### config.mk
export PLATFORM = sky130hd
export DESIGN_NAME = proc_param
export DESIGN_NICKNAME = d
export VERILOG_FILES = /design/src/rtl/proc_param.sv
export SDC_FILE = /design/constraint.sdc
export NUM_CORES = 1
export LEC_CHECK = 0
export ABC_AREA = 1
export BUFFER_PORTS_ARGS = -buffer_cell sky130_fd_sc_hd__buf_2
export CORE_ASPECT_RATIO = 0.6
export CORE_MARGIN = 2
export CORE_UTILIZATION = 25
export CTS_CLUSTER_DIAMETER = 30
export DETAILED_ROUTE_END_ITERATION = 8
export HOLD_SLACK_MARGIN = 0.02
export SLEW_MARGIN = 0
export SYNTH_ARGS = -nofsm -noshare
export SYNTH_HDL_FRONTEND = slang
export SYNTH_SLANG_ARGS = --single-unit
### constraint.sdc
create_clock -name clock -period 4.11 [get_ports clock]
set_input_delay 0.411 -clock clock [delete_from_list [all_inputs] [get_ports clock]]
set_output_delay 0.411 -clock clock [all_outputs]
set_load 0.02 [all_outputs]
### src/rtl/proc_param.sv
// Parametrised multicycle processor: executes one instruction per accepted run on a shared bus.
// Latency: move ops finish one cycle after accept, ALU ops finish three cycles after accept.
// Backpressure: run is sampled only in IDLE; a run while busy is dropped, never queued.
module proc_param #(
    parameter int WIDTH = 16,
    parameter int RBITS = 3
) (
    input  logic             clock,
    input  logic             reset,
    input  logic             run,
    input  logic [WIDTH-1:0] iin,
    output logic [WIDTH-1:0] bus,
    output logic             done,
    output logic             busy,
    output logic [1:0]       flags
);

    localparam int NREG = 2 ** RBITS;
    // Immediate occupies everything below the opcode and rX fields
    localparam int IMMW = WIDTH - 3 - RBITS;

    localparam logic [2:0] OP_MV   = 3'b000;
    localparam logic [2:0] OP_MVI  = 3'b001;
    localparam logic [2:0] OP_ADD  = 3'b010;
    localparam logic [2:0] OP_SUB  = 3'b011;
    localparam logic [2:0] OP_AND  = 3'b100;
    localparam logic [2:0] OP_OR   = 3'b101;
    localparam logic [2:0] OP_XOR  = 3'b110;
    localparam logic [2:0] OP_MVNZ = 3'b111;

    typedef enum logic [1:0] {
        S_IDLE = 2'd0,
        S_T1   = 2'd1,
        S_T2   = 2'd2,
        S_T3   = 2'd3
    } state_t;

    state_t             state_q, state_d;
    logic [WIDTH-1:0]   regs_q [NREG];
    logic [WIDTH-1:0]   ir_q;
    logic [WIDTH-1:0]   a_q;
    logic [WIDTH-1:0]   g_q;
    logic [1:0]         flags_q;   // {C, Z}

    logic [2:0]         op;
    logic [RBITS-1:0]   rx;
    logic [RBITS-1:0]   ry;
    logic [WIDTH-1:0]   imm;
    logic               is_move;
    logic [WIDTH:0]     alu_ext;   // extra MSB carries add carry / sub borrow
    logic [WIDTH-1:0]   alu_res;
    logic               alu_c;

    assign op      = ir_q[WIDTH-1 -: 3];
    assign rx      = ir_q[WIDTH-4 -: RBITS];
    assign ry      = ir_q[WIDTH-4-RBITS -: RBITS];
    assign imm     = {{(WIDTH-IMMW){1'b0}}, ir_q[IMMW-1:0]};
    assign is_move = (op == OP_MV) || (op == OP_MVI) || (op == OP_MVNZ);

    assign busy  = (state_q != S_IDLE);
    assign flags = flags_q;

    // State register
    always_ff @(posedge clock) begin
        if (reset) begin
            state_q <= S_IDLE;
        end else begin
            state_q <= state_d;
        end
    end

    // Next-state, bus source selection and done decode
    always_comb begin
        state_d = state_q;
        bus     = '0;
        done    = 1'b0;
        case (state_q)
            S_IDLE: begin
                if (run) begin
                    state_d = S_T1;
                end
            end
            S_T1: begin
                if (is_move) begin
                    bus     = (op == OP_MVI) ? imm : regs_q[ry];
                    done    = 1'b1;
                    state_d = S_IDLE;
                end else begin
                    bus     = regs_q[rx];
                    state_d = S_T2;
                end
            end
            S_T2: begin
                bus     = regs_q[ry];
                state_d = S_T3;
            end
            S_T3: begin
                bus     = g_q;
                done    = 1'b1;
                state_d = S_IDLE;
            end
            default: begin
                state_d = S_IDLE;
            end
        endcase
    end

    // ALU: combines latched A with the second operand currently on the bus
    always_comb begin
        alu_ext = '0;
        case (op)
            OP_ADD:  alu_ext = {1'b0, a_q} + {1'b0, bus};
            OP_SUB:  alu_ext = {1'b0, a_q} - {1'b0, bus};
            OP_AND:  alu_ext = {1'b0, a_q & bus};
            OP_OR:   alu_ext = {1'b0, a_q | bus};
            OP_XOR:  alu_ext = {1'b0, a_q ^ bus};
            default: alu_ext = '0;
        endcase
        alu_res = alu_ext[WIDTH-1:0];
        alu_c   = alu_ext[WIDTH];
    end

    // Datapath registers: IR capture, A/G staging, flag update and register write-back
    always_ff @(posedge clock) begin
        if (reset) begin
            ir_q    <= '0;
            a_q     <= '0;
            g_q     <= '0;
            flags_q <= 2'b00;
            for (int i = 0; i < NREG; i++) begin
                regs_q[i] <= '0;
            end
        end else begin
            case (state_q)
                S_IDLE: begin
                    if (run) begin
                        ir_q <= iin;
                    end
                end
                S_T1: begin
                    if (is_move) begin
                        // mvnz suppresses the write while the last ALU result was zero
                        if (!((op == OP_MVNZ) && flags_q[0])) begin
                            regs_q[rx] <= bus;
                        end
                    end else begin
                        a_q <= bus;
                    end
                end
                S_T2: begin
                    g_q     <= alu_res;
                    flags_q <= {alu_c, (alu_res == '0)};
                end
                S_T3: begin
                    regs_q[rx] <= g_q;
                end
                default: begin
                end
            endcase
        end
    end

endmodule
# [After elaboration in Yosys (flattened, before gate mapping)]
# Memory sizes are Yosys's and may differ from the RTL's. A register that Yosys moved wholly into a read port is not among the register bits.
# Index checks and enable logic that the tools add are counted.
[word_totals] memories=1 wordCells=61 ram_bits=128 reg_bits=52 in_bits=19 output_inout_bits=20
[classes] addsub=2 n_eq_ne=11 muxes=27 reduce_logical=10 bitwise=5
[memory_table] name="regs_q" words=8 width=16 read_ports=2 rd_clocked_by_memory_dff=2 write_ports=8 line="39" text="logic [WIDTH-1:0] regs_q [NREG];"
[ops] cell="one-hot mux 17 bit (5 select lines)" count=1
[ops] cell="2-to-1 mux 16 bit" count=4
[ops] cell="one-hot mux 16 bit (3 select lines)" count=1
[ops] cell="adder 16 x 16 -> 17 bit" count=1
[ops] cell="subtractor 16 x 16 -> 17 bit" count=1
[ops] cell="bitwise AND 16 bit" count=1
[ops] cell="logical NOT 16 bit" count=1
[ops] cell="bitwise OR 16 bit" count=1
[ops] cell="OR reduction 16 bit" count=1
[ops] cell="bitwise XOR 16 bit" count=1
[ops] cell="2-to-1 mux 3 bit" count=5
[ops] cell="== test 3 bit, second input constant" count=4
[ops] cell="2-to-1 mux 1 bit" count=12
[ops] cell="one-hot mux 2 bit (4 select lines)" count=1
[ops] cell="== test 3 x 2 -> 1 bit, second input constant" count=2
[ops] cell="== test 2 bit, second input constant" count=2
[ops] cell="2-to-1 mux 2 bit" count=2
[ops] cell="AND reduction 2 bit" count=2
[ops] cell="== test 3 x 1 -> 1 bit, second input constant" count=1
[ops] cell="logical NOT 3 bit" count=1
[ops] cell="== test 2 x 1 -> 1 bit, second input constant" count=1
[ops] cell="logical NOT 2 bit" count=1
[ops] cell="logical OR 1 bit" count=2
[ops] cell="!= test 2 bit, second input constant" count=1
[ops] cell="5 further kinds" count=5

# [Logic depth before layout (Yosys ltp)]
[depth] ltp_word=10 mapped_depth=33 ltp_nobuf=31

# [Worst setup path before layout]
# No wires, ideal clock.
[synth_timing] path_kind="flip-flop to flip-flop" from="register with a tool-made name" to="register flags_q[0], in the netlist flags[0]" period_less_slack_ns=3.914 required_ns=4.045 setup_ns=0.065 path_buffers=4 stages_incl_launch_ff=32 arrival_ns=3.849 slack_ns=0.196 path_cell_list="dfxtp_1 buf_4 buf_6 buf_4 o211ai_1 nand3_1 nand2_1 nor2_1 nor2_1 clkbuf_1 ha_1 nand4_1 nor2_1 nand3_1 nor2_1 nand2_1 nand2_1 xor2_1 inv_1 ha_1 nand2_1 inv_1 nand3_1 nor3_1 nand2_1 a21oi_1 nor2_1 nor2_1 nand4_1 nor2_1 nor2_1 nor2_1"
[synth_rtl] element="to (signal assigned)" line="152" text="flags_q <= {alu_c, (alu_res == '0)};"
[synth_rtl] element="to (decl)" line="43" text="logic [1:0] flags_q;"

==> summary.md <==
| Metric | Value |
|---|---|
| Mean Syn Cell Area | `7.302 µm²` |
| CTS max path bufs | `2` |
| Vias per cell | `4.908` |
| Final hold vios | `0` |
| CP required | `4.50 ns` |
| Worst path slowest cell | `dfxtp_4` |
| Fillers | `4974` |
| Setup TNS | `0 ns` |
| Final WS setup | `0.2182 ns` |
| Cts bufs inserted | `17` |
| Clk sink count | `186` |
| Worst-Margin Slew | `1.061 ns` |
| Wirelength, routed | `42.46 mm` |
| Vias in the first global route | `10670` |
| Largest cells by area after synthesis | `edfxtp_1, nand2_1, dfxtp_1` |
| Floorplan row count | `61` |
| Fin cells | `2372` |
| Max-Cap Viols | `0` |
| Setup slack, reg-to-reg | `0.22 ns` |
| Post-synth ARST share | `0%` |
| Initial antenna violation count | `0` |
| Ant diodes | `0` |
| Critical path peak fanout | `14` |
| Tightest Hold Check Type | `input pin to flip-flop` |
| PortBufs | `38` |
| WHS Endpoint | `state_q[0]` |
| Relative slew slack | `29.08%` |
| GP Congestion | `0.9218` |
| First drt pass iteration count | `6` |
| Worst setup SP type | `flip-flop` |
| Largest family of logic cells by synthesized area | `simple AND/OR/NAND/NOR gates` |
| RSZ-0062 raised after global routing | `yes` |
| Period minus WS final | `3.892 ns` |
| Clock skew | `0.01046 ns` |
| GRT overflow | `0` |
| Final Max Slew Viols | `0` |
| Core area | `46710 µm²` |
| Routed Antenna Nets | `0` |
| Pwr Density | `417.7 nW/µm²` |
| Finish-stage setup viols | `0` |
| DP Wirelength | `30.66 mm` |
| Total number of vias | `11640` |
| Crit path max-delay family | `simple AND/OR/NAND/NOR gates` |
| Post-synth EDFFs | `128` |
| Library cells used by synthesis | `42` |
| Synth Instances | `1633` |
| Complex-gate fraction of the synthesized area | `8.185%` |
| Share of cells above drive strength 1 | `18.89%` |
| Simple-Gate Fraction of Synth Area | `32.48%` |
| CP peak stage delay | `0.39 ns` |
| Ys flop type | `edfxtp_1` |
| Worst hold slack | `0.1547 ns` |
| Count leader, synth | `nand2_1` |
| Area leader, netlist | `edfxtp_1` |
| Mux contribution to synthesized area | `0%` |
| Net Count, Synth | `1703` |
| # DRC | `0` |
| Synth cell count leaders | `nand2_1, nor2_1, nand3_1` |
| Maximum VDD drop | `0.0002623 V` |
| Worst path arrival time | `4.28 ns` |
| Die Wd | `285.9 µm` |
| Cell Area, Synth | `11920 µm²` |
| Layout Nets | `1799` |
| Syn-to-layout area delta | `22.11%` |
| Die height | `173.2 µm` |
| Worst skew pair latency | `0.45 ns` |
| Seq/Total Area, Yosys | `41.97%` |
| Outcome | `completed` |
| Clk slew on worst S/H paths | `0.08 ns` |
| Critical Path Sink Type | `flip-flop` |
| Total GRT Usage | `16.76%` |
| Worst Hold Launch | `reset` |
| # IOs | `39` |
| H-tree lvl count | `4` |
| #FFs+latches synth | `186` |
| Initial drt markers | `1519` |
| Placement Setup Slack | `-0.2787 ns` |
| Top-area cell type share of the netlist area | `32.24%` |
| Wire length per cell | `17.90 µm` |
| Reg2Reg Depth | `26` |
| WS Path Type | `flip-flop to flip-flop` |
| Worst hold stages | `2` |
| Yosys warns | `0` |
| Clock root buffer master | `clkbuf_16` |
| Xor-xnor portion of the synthesized cell area | `1.028%` |
| Placed Cells | `2326` |
| Final worst-path cycle share | `94.69%` |
| Initial Utilization | `25.53%` |
| CP Buf/Inv Count | `5` |
| Lkg Pwr | `6.493 nW` |
| FMAX | `0.2570 GHz` |
| Synth Area in Adders | `5.414%` |
| CTS tree | `done` |
| First-pass GRT wire length | `64.12 mm` |
| Largest net degree at the start of global routing | `46` |
| CTS hold repair buffers | `0` |
| Worst reg2reg endpoint | `flags[0]` |
| Die area | `49520 µm²` |
-- metal layers --
layer,track usage (%),vias up,part of all wire [%]
met1,26.76,5480,49
met2,22.45,651,38
li1,-,5462,-
met3,3.747,48,12
met5,0,-,0
met4,3.141,0,1.1
-- worst register-to-register path: cells and delay by family, from the launching register on --
family	cells	cell delay, ns
and+or+nand+nor	16	1.74
buffers and inverters	5	0.68
AOI/OAI and AO/OA	3	0.57
DFF	1	0.39
adders and majority gates	1	0.31
xor gates and xnor gates	1	0.14
-- worst max-delay path by stage --
stage / cells after the start / slack, ns / end
2_1_floorplan: 31 / 0.20 / flags[0]
3_3_place_gp: 30 / -0.18 / flags[0]
3_5_place_dp: 30 / -0.28 / flags[0]
4_1_cts: 28 / 0.01 / g_q[13]
5_1_grt: 26 / -0.06 / flags[0]
6_report: 26 / 0.22 / flags[0]
-- area by class of cell --
type / count / area (µm²) / share of cell area [%]
Sequential cell: 186 / 5025 / 34.51
Timing Repair Buffer: 158 / 1348 / 9.255
Inverter: 236 / 900.9 / 6.187
Clock inverter: 15 / 128.9 / 0.8851
Multi-Input combinational cell: 1130 / 5944 / 40.83
Clock buffer: 17 / 425.4 / 2.922
Tap cell: 630 / 788.3 / 5.414
-- registers in the layout, indices dropped and copies added (netlist names), named ones only --
signal and cells:
a_q 16, flags 2, g_q 16, ir_q 16, regs_q 128, state_q 1
-- stage by stage --
| step | instance area (µm²) | utilization, % | power, mW |
|---|---|---|---|
| floorplan | 11920 | - | 3.429 |
| global placement | 13410 | 28.72 | 4.176 |
| detailed placement | 13410 | 28.72 | 4.189 |
| CTS | 14020 | 30.02 | 5.828 |
| global route | 14560 | 31.17 | 6.377 |
| finish | 14560 | 31.17 | 6.082 |
-- kinds of logic after synthesis --
| kind of cell | Yosys count |
|---|---|
| AOI/OAI and AO/OA | 163 |
| xor gates and xnor gates | 14 |
| adders and majority gates | 51 |
| buffers and inverters | 317 |
| DFF | 186 |
| and+or+nand+nor | 902 |
-- timing repair --
action,4_1_cts,5_1_grt
resized for setup,13,106
gates cloned,0,3
endpoints found under the setup margin,2,10
pin swaps,3,36
setup buffers,0,11
-- where the power goes --
group | total [mW] | internal, mW | leakage, nW | switching [mW]
logic | 2.28 | 0.845 | 4.42 | 1.43
clock network | 1.64 | 0.800 | 0.273 | 0.838
registers | 2.17 | 2.09 | 1.80 | 0.0748
-- cells in the final DEF (no fill, tap or decap), types with 3 or more instances in the layout --
cell type and count:
nand2_2 12, clkinv_1 4, buf_4 95, ha_1 42, xor2_1 13, buf_12 12, o21ai_1 5, buf_6 7
nor2_4 10, nor2_1 229, inv_8 4, nand3_2 27, nor3_2 3, buf_2 38, a21oi_1 53, inv_1 202
nand4_1 5, nand3b_1 6, a221oi_1 9, dfxtp_4 4, nand3_1 203, o211ai_1 29, ha_2 3, dfxtp_2 4
dfxtp_1 50, or2_2 4, nor2_2 18, ha_4 5, nand2_4 3, a21oi_2 7, edfxtp_1 128, inv_6 8
o21ai_0 48, nand2_1 376, inv_2 28, clkbuf_16 20
(Power assumes the default switching activity.)
